**src/rtl/rst_seq_pkg.sv**
```systemverilog
// Shared definitions for the staged reset sequencer.
//   state_t    : FSM encoding (HOLD=0, COUNT=1, DONE=2, SW_HOLD=3)
//   MAX_STAGES : upper limit on the number of staged reset outputs
package rst_seq_pkg;

    localparam int unsigned MAX_STAGES = 8;

    typedef enum logic [1:0] {
        ST_HOLD    = 2'd0,
        ST_COUNT   = 2'd1,
        ST_DONE    = 2'd2,
        ST_SW_HOLD = 2'd3
    } state_t;

endpackage : rst_seq_pkg

```
**src/rtl/rst_stage_timer.sv**
```systemverilog
// Inter-stage delay counter. Counts 0..STAGE_CYCLES-1 while enabled and
// flags the terminal count with a combinational one-cycle tick.
// Ports:
//   pclk    in  pixel clock
//   rst_n   in  async active-low reset
//   clear   in  synchronous clear to 0 (wins over enable)
//   enable  in  count enable
//   tick_c  out high while enabled at the terminal count (combinational)
module rst_stage_timer #(
    parameter int unsigned STAGE_CYCLES = 16
) (
    input  logic pclk,
    input  logic rst_n,
    input  logic clear,
    input  logic enable,
    output logic tick_c
);

    localparam int unsigned CNT_W = (STAGE_CYCLES > 1) ? $clog2(STAGE_CYCLES) : 1;
    localparam logic [CNT_W-1:0] CNT_MAX = CNT_W'(STAGE_CYCLES - 1);

    logic [CNT_W-1:0] cnt;

    assign tick_c = enable && (cnt == CNT_MAX);

    // Counter wraps to 0 on the tick so the next stage interval starts cleanly.
    always_ff @(posedge pclk or negedge rst_n) begin
        if (!rst_n) begin
            cnt <= '0;
        end else if (clear) begin
            cnt <= '0;
        end else if (enable) begin
            cnt <= tick_c ? '0 : cnt + CNT_W'(1);
        end
    end

endmodule : rst_stage_timer

```
**src/rtl/reset_sequencer.sv**
```systemverilog
// Staged reset release: after rst_n rises, stage_rst bits are released one
// at a time, lowest index first, STAGE_CYCLES pclk cycles apart.
// Optional feature macro: RESET_SEQ_SOFT_RST_EN enables the sw_rst_req
// soft reset that re-runs the whole sequence.
// Ports:
//   pclk        in   pixel clock
//   rst_n       in   async active-low reset
//   sw_rst_req  in   soft reset request (level, pclk-synchronous)
//   stage_rst   out  active-high reset per domain, bit k = stage k (registered)
//   seq_done    out  high once every stage is released (registered)
module reset_sequencer
    import rst_seq_pkg::*;
#(
    parameter int unsigned NUM_STAGES   = 3,
    parameter int unsigned STAGE_CYCLES = 16
) (
    input  logic                  pclk,
    input  logic                  rst_n,
    input  logic                  sw_rst_req,
    output logic [NUM_STAGES-1:0] stage_rst,
    output logic                  seq_done
);

    localparam int unsigned IDX_W = $clog2(NUM_STAGES + 1);
    localparam logic [IDX_W-1:0] IDX_LAST = IDX_W'(NUM_STAGES - 1);

    state_t                state, state_next;
    logic [IDX_W-1:0]      idx, idx_next;
    logic [NUM_STAGES-1:0] stage_rst_next;
    logic                  seq_done_next;
    logic                  timer_clr_c;
    logic                  timer_en_c;
    logic                  tick_c;

`ifndef RESET_SEQ_SOFT_RST_EN
    logic unused_sw_rst_req;
    assign unused_sw_rst_req = sw_rst_req;
`endif

    rst_stage_timer #(
        .STAGE_CYCLES (STAGE_CYCLES)
    ) u_timer (
        .pclk   (pclk),
        .rst_n  (rst_n),
        .clear  (timer_clr_c),
        .enable (timer_en_c),
        .tick_c (tick_c)
    );

    // State, stage index and output registers.
    always_ff @(posedge pclk or negedge rst_n) begin
        if (!rst_n) begin
            state     <= ST_HOLD;
            idx       <= '0;
            stage_rst <= '1;
            seq_done  <= 1'b0;
        end else begin
            state     <= state_next;
            idx       <= idx_next;
            stage_rst <= stage_rst_next;
            seq_done  <= seq_done_next;
        end
    end

    // Next-state and next-output logic.
    always_comb begin
        state_next     = state;
        idx_next       = idx;
        stage_rst_next = stage_rst;
        seq_done_next  = seq_done;
        timer_clr_c    = 1'b1;
        timer_en_c     = 1'b0;

        case (state)
            ST_HOLD: begin
                state_next = ST_COUNT;
            end
            ST_COUNT: begin
                timer_clr_c = 1'b0;
                timer_en_c  = 1'b1;
                if (tick_c) begin
                    for (int unsigned k = 0; k < NUM_STAGES; k++) begin
                        if (idx == IDX_W'(k)) begin
                            stage_rst_next[k] = 1'b0;
                        end
                    end
                    idx_next = idx + IDX_W'(1);
                    if (idx == IDX_LAST) begin
                        seq_done_next = 1'b1;
                        state_next    = ST_DONE;
                    end
                end
            end
            ST_DONE: begin
                state_next = ST_DONE;
            end
`ifdef RESET_SEQ_SOFT_RST_EN
            ST_SW_HOLD: begin
                if (!sw_rst_req) begin
                    state_next = ST_COUNT;
                end
            end
`endif
            default: begin
                state_next = ST_HOLD;
            end
        endcase

`ifdef RESET_SEQ_SOFT_RST_EN
        // Soft reset overrides any release happening on the same edge.
        if (sw_rst_req && ((state == ST_COUNT) || (state == ST_DONE))) begin
            state_next     = ST_SW_HOLD;
            idx_next       = '0;
            stage_rst_next = '1;
            seq_done_next  = 1'b0;
            timer_clr_c    = 1'b1;
            timer_en_c     = 1'b0;
        end
`endif
    end

endmodule : reset_sequencer
```
**config.mk**
```make
export PLATFORM = sky130hd
export DESIGN_NAME = reset_sequencer
export DESIGN_NICKNAME = d
export VERILOG_FILES = /design/src/rtl/rst_seq_pkg.sv /design/src/rtl/rst_stage_timer.sv /design/src/rtl/reset_sequencer.sv
export SDC_FILE = /design/constraint.sdc
export NUM_CORES = 1
export LEC_CHECK = 0
export BUFFER_PORTS_ARGS = -buffer_cell sky130_fd_sc_hd__buf_2
export CORE_UTILIZATION = 40
export DETAILED_ROUTE_END_ITERATION = 7
export PLACE_DENSITY_LB_ADDON = 0.15
export SLEW_MARGIN = 40
export SYNTH_ARGS = -nofsm -noshare
export SYNTH_HDL_FRONTEND = slang
export SYNTH_HIERARCHICAL = 1
export SYNTH_SLANG_ARGS = --single-unit
```
**constraint.sdc**
```tcl
create_clock -name pclk -period 1.85 [get_ports pclk]
set_clock_uncertainty 0.1 [all_clocks]
set_input_delay 0.37 -clock pclk [delete_from_list [all_inputs] [get_ports pclk]]
set_output_delay 0.37 -clock pclk [all_outputs]
set_load 0.02 [all_outputs]
```
==> insert_results.sql <==
INSERT INTO impl_metrics (metric_group, metric, value, unit) VALUES
('cells_and_area', 'area_delta_synth_final', '15.0', '%'),
('clock_tree', 'cts_tree', 'built', ''),
('grt', 'grt_antenna_before_repair', '0', ''),
('timing', 'worst_slew_margin_relative_to_its_limit', '0.789', ''),
('setup_path', 'critical_path.n_buffers_inverters', '1', ''),
('timing', 'tightest_slew', '0.316', 'ns'),
('timing', 'timing.final.ws_setup', '0.233', 'ns'),
('setup_path', 'worst_ep_required_time', '1.90', 'ns'),
('route', 'post_drt_wl_per_cell', '9.86', 'um'),
('clock_tree', 'clockBufferDepth', '2', ''),
('grt', 'grt_max_degree', '13', ''),
('logic_synthesis', 'postSynthCellCount', '53', ''),
('power', 'total_switching_power', '0.0814', 'mW'),
('power', 'ir_worst_vdd', '0.390', 'mV'),
('grt', 'first_global_vias', '315', ''),
('route', 'drt_pre_antenna_iters', '2', ''),
('clock_tree', 'number_of_sinks_handled_by_clock_tree_synthesis', '12', ''),
('cells_and_area', 'layout-drive-gt1-share', '0.266', ''),
('setup_path', 'critical_path.top_delay_family', 'simple AND/OR/NAND/NOR gates', ''),
('floorplan', 'core_area', '1330', 'um^2'),
('grt', 'globalRouteTotalUtil', '0.129', ''),
('setup_path', 'cp-start-kind', 'flip-flop', ''),
('clock_tree', 'worst_skew_pair.late_latency', '0.26', 'ns'),
('clock_tree', 'post_cts_resized', '0', ''),
('place', 'hpwl_dp', '588', 'um'),
('timing', 'final_period_minus_worst_setup_slack', '1.62', 'ns'),
('cells_and_area', 'fin_nets', '74', ''),
('route', 'antenna_violating_nets_post_route', '0', ''),
('grt', 'gr-total-overflow', '0', ''),
('logic_synthesis', 'synth_sequential_area_ratio', '0.519', ''),
('logic_synthesis', 'mean_instance_size_in_the_synthesized_netlist', '11.0', 'um^2'),
('logic_synthesis', 'yosys_register_bits', '12', ''),
('timing', 'timing.setup.tns', '0', 'ns'),
('setup_path', 'cp_data_arrival_time', '1.67', 'ns'),
('timing', 'setup-violations-final', '0', ''),
('place', 'place.gp.congestion', '0.673', ''),
('power', 'cellLeakagePower', '0.304', 'nW'),
('route', 'drt_wl_total', '779', 'um'),
('floorplan', 'total_number_of_placement_rows', '13', ''),
('setup_path', 'timing.critical_path.slowest_cell_delay', '0.38', 'ns'),
('logic_synthesis', 'yosys.cell_types.count', '20', ''),
('power', 'swShare', '0.190', ''),
('power', 'power.share.combinational', '0.017', ''),
('job', 'drv_cap', '0', ''),
('outcome', 'status', 'finished, final reports clean', ''),
('grt', 'grt_first_pass_wirelength', '1.29', 'mm'),
('clock_tree', 'path_clk_slew', '0.07', 'ns'),
('power', 'power_per_cell_area', '638', 'nW/um^2'),
('floorplan', 'ioPinCount', '7', ''),
('floorplan', 'starting_density_of_the_core', '0.439', ''),
('floorplan', 'fp.dieH', '40.3', 'um'),
('clock_tree', 'cts-htree-levels', '1', ''),
('power', 'sequential_share_of_power', '0.611', ''),
('timing', 'slew_violations', '0', ''),
('route', 'vias_per_cell', '4.75', ''),
('power', 'power_frac_clock', '0.372', ''),
('cells_and_area', 'num_antenna_cells', '0', ''),
('timing', 'report.final.hold_viol_count', '0', ''),
('timing', 'maxClockFrequency', '618', 'MHz'),
('setup_path', 'crit_path_max_fanout', '5', ''),
('floorplan', 'die_w', '40.3', 'um'),
('route', 'dr_total_vias', '375', ''),
('setup_path', 'cp_cell_sequence', 'inv_1 -> ha_1 -> nand2_2 -> nor2_1 -> nand2_1 -> mux2_2', ''),
('clock_tree', 'clock_tree.root_cell', 'clkbuf_4', ''),
('cells_and_area', 'final_cell_count_no_fill', '79', ''),
('clock_tree', 'numCtsBuffers', '3', ''),
('cells_and_area', 'postLayoutCoreUtil', '0.505', ''),
('hold_path', 'class_of_the_tightest_hold_or_removal_check', 'reg2reg', ''),
('place', 'worst_setup_timing_slack_at_the_placement_stage', '0.233', 'ns'),
('route', 'drt-initial-drc-count', '2', ''),
('logic_synthesis', 'synth-warning-count', '6', ''),
('place', 'buffer_ports.inserted', '5', ''),
('logic_synthesis', 'synth_nets', '62', ''),
('power', 'power_report.internal_total', '0.348', 'mW'),
('setup_path', 'worst_path_max_delay_cell', 'dfrtp_1', ''),
('floorplan', 'total_die_area', '1620', 'um^2'),
('setup_path', 'worst-setup-path-type', 'reg2reg', ''),
('setup_path', 'worst_setup_path_end_kind', 'flip-flop', ''),
('timing', 'rsz0062_at_grt', 'no', ''),
('logic_synthesis', 'syn_area', '586', 'um^2'),
('place', 'dp.cells', '74', ''),
('route', 'post-route-drc-count', '0', ''),
('timing', 'layout_worst_path_cycle_share', '0.874', '');
[sequential cells by signal, summed over array words and instances, names as in the netlist]
| register | cells |
|---|---|
| idx | 2 |
| state | 2 |
| seq_done | 1 |
| u_timer/cnt | 4 |
| stage_rst | 3 |
[stage by stage]
| step | power, mW | instance area, um^2 | hold slack [ns] |
|---|---|---|---|
| 2_1_floorplan | 0.267 | 586 | -0.0256 |
| 3_3_place_gp | 0.273 | 637 | 0.160 |
| 3_5_place_dp | 0.273 | 637 | 0.158 |
| 4_1_cts | 0.439 | 673 | 0.342 |
| 5_1_grt | 0.453 | 673 | 0.382 |
| 6_report | 0.430 | 673 | 0.339 |
[Yosys cell counts]
cell type,count,area [um^2]
dfrtp_1,9,225
inv_1,7,26.3
ha_1,6,75.1
nand2_1,4,15.0
a21oi_1,3,15.0
dfstp_2,3,78.8
mux2_2,3,33.8
nor2_1,3,11.3
a31oi_1,2,12.5
nand2b_1,2,12.5
nand3_1,2,10.0
a21boi_2,1,11.3
and2_1,1,6.26
mux2i_1,1,10.0
nand2_2,1,6.26
nand3b_1,1,7.51
o21ai_0,1,5.00
or3_1,1,6.26
xnor2_1,1,8.76
xor2_1,1,8.76
[cell type report]
class                           instances  area (um^2)
Timing Repair Buffer                    7         42.5
Tap cell                               15         18.8
Clock buffer                            4         26.3
Multi-Input combinational cell         34          255
Fill cell                             129          661
Inverter                                7         26.3
Sequential cell                        12          304
[worst register-to-register path: cells and delay by family, from the launching register on]
family	cells	cell delay, ns
and+or+nand+nor	3	0.49
DFF	1	0.38
muxes	1	0.29
adders and majority gates	1	0.17
buffers and inverters	1	0.07
[layer usage]
| metal | track usage | vias to the layer above | part of all wire |
|---|---|---|---|
| li1 | - | 195 | - |
| met1 | 0.166 | 171 | 0.52 |
| met2 | 0.169 | 7 | 0.41 |
| met3 | 0.100 | 2 | 0.063 |
| met4 | 0.0250 | 0 | 0.0090 |
| met5 | 0 | - | 0 |
[cell families after synthesis]
logic type               share of synthesized area
AO/OA/AOI/OAI                               0.0748
XOR/XNOR                                    0.0299
flip-flops                                   0.519
multiplexers                                0.0748
buffers and inverters                       0.0449
adder cells (fa/ha/maj)                      0.128
AND/OR/NAND/NOR                              0.128
[what timing repair did]
item                      4_1_cts  5_1_grt
buffers inserted                0        0
hold endpoints to repair        9        0
hold buffers                    1        0
[power groups by stage]
stage | Sequential [mW] | Combinational [mW] | Clock [mW]
3_5_place_dp | 0.267 | 0.00596 | 0
3_3_place_gp | 0.267 | 0.00602 | 0
5_1_grt | 0.262 | 0.00859 | 0.182
4_1_cts | 0.262 | 0.00759 | 0.169
2_1_floorplan | 0.267 | 0.000000121 | 0
6_report | 0.263 | 0.00710 | 0.160
[worst paths after layout]
check	startpoint	endpoint	slack, ns	cells after the start
setup / recovery	state[1]$_DFFE_PN0P_	idx[1]$_DFFE_PN0P_	0.23	6
min in group asynchronous	rst_n	u_timer/cnt[2]$_DFFE_PN0P_	0.40	2
hold / removal	stage_rst[1]$_DFFE_PN1P_	stage_rst[1]$_DFFE_PN1P_	0.34	2
hold reg to reg	stage_rst[1]$_DFFE_PN1P_	stage_rst[1]$_DFFE_PN1P_	0.34	2
max in group asynchronous	rst_n	stage_rst[2]$_DFFE_PN1P_	0.98	2
setup reg to reg	state[1]$_DFFE_PN0P_	idx[1]$_DFFE_PN0P_	0.23	6
[cells in the final DEF (no fill, tap or decap), types with 2 or more instances in the layout]
| cell type | n |
|---|---|
| dfrtp_1 | 9 |
| inv_1 | 7 |
| ha_1 | 6 |
| buf_2 | 5 |
| nand2_1 | 4 |
| mux2_2 | 3 |
| clkbuf_4 | 3 |
| dfstp_2 | 3 |
| nor2_1 | 3 |
| a21oi_1 | 3 |
| a31oi_1 | 2 |
| nand3_1 | 2 |
| nand2b_1 | 2 |
(Power assumes the default switching activity.)
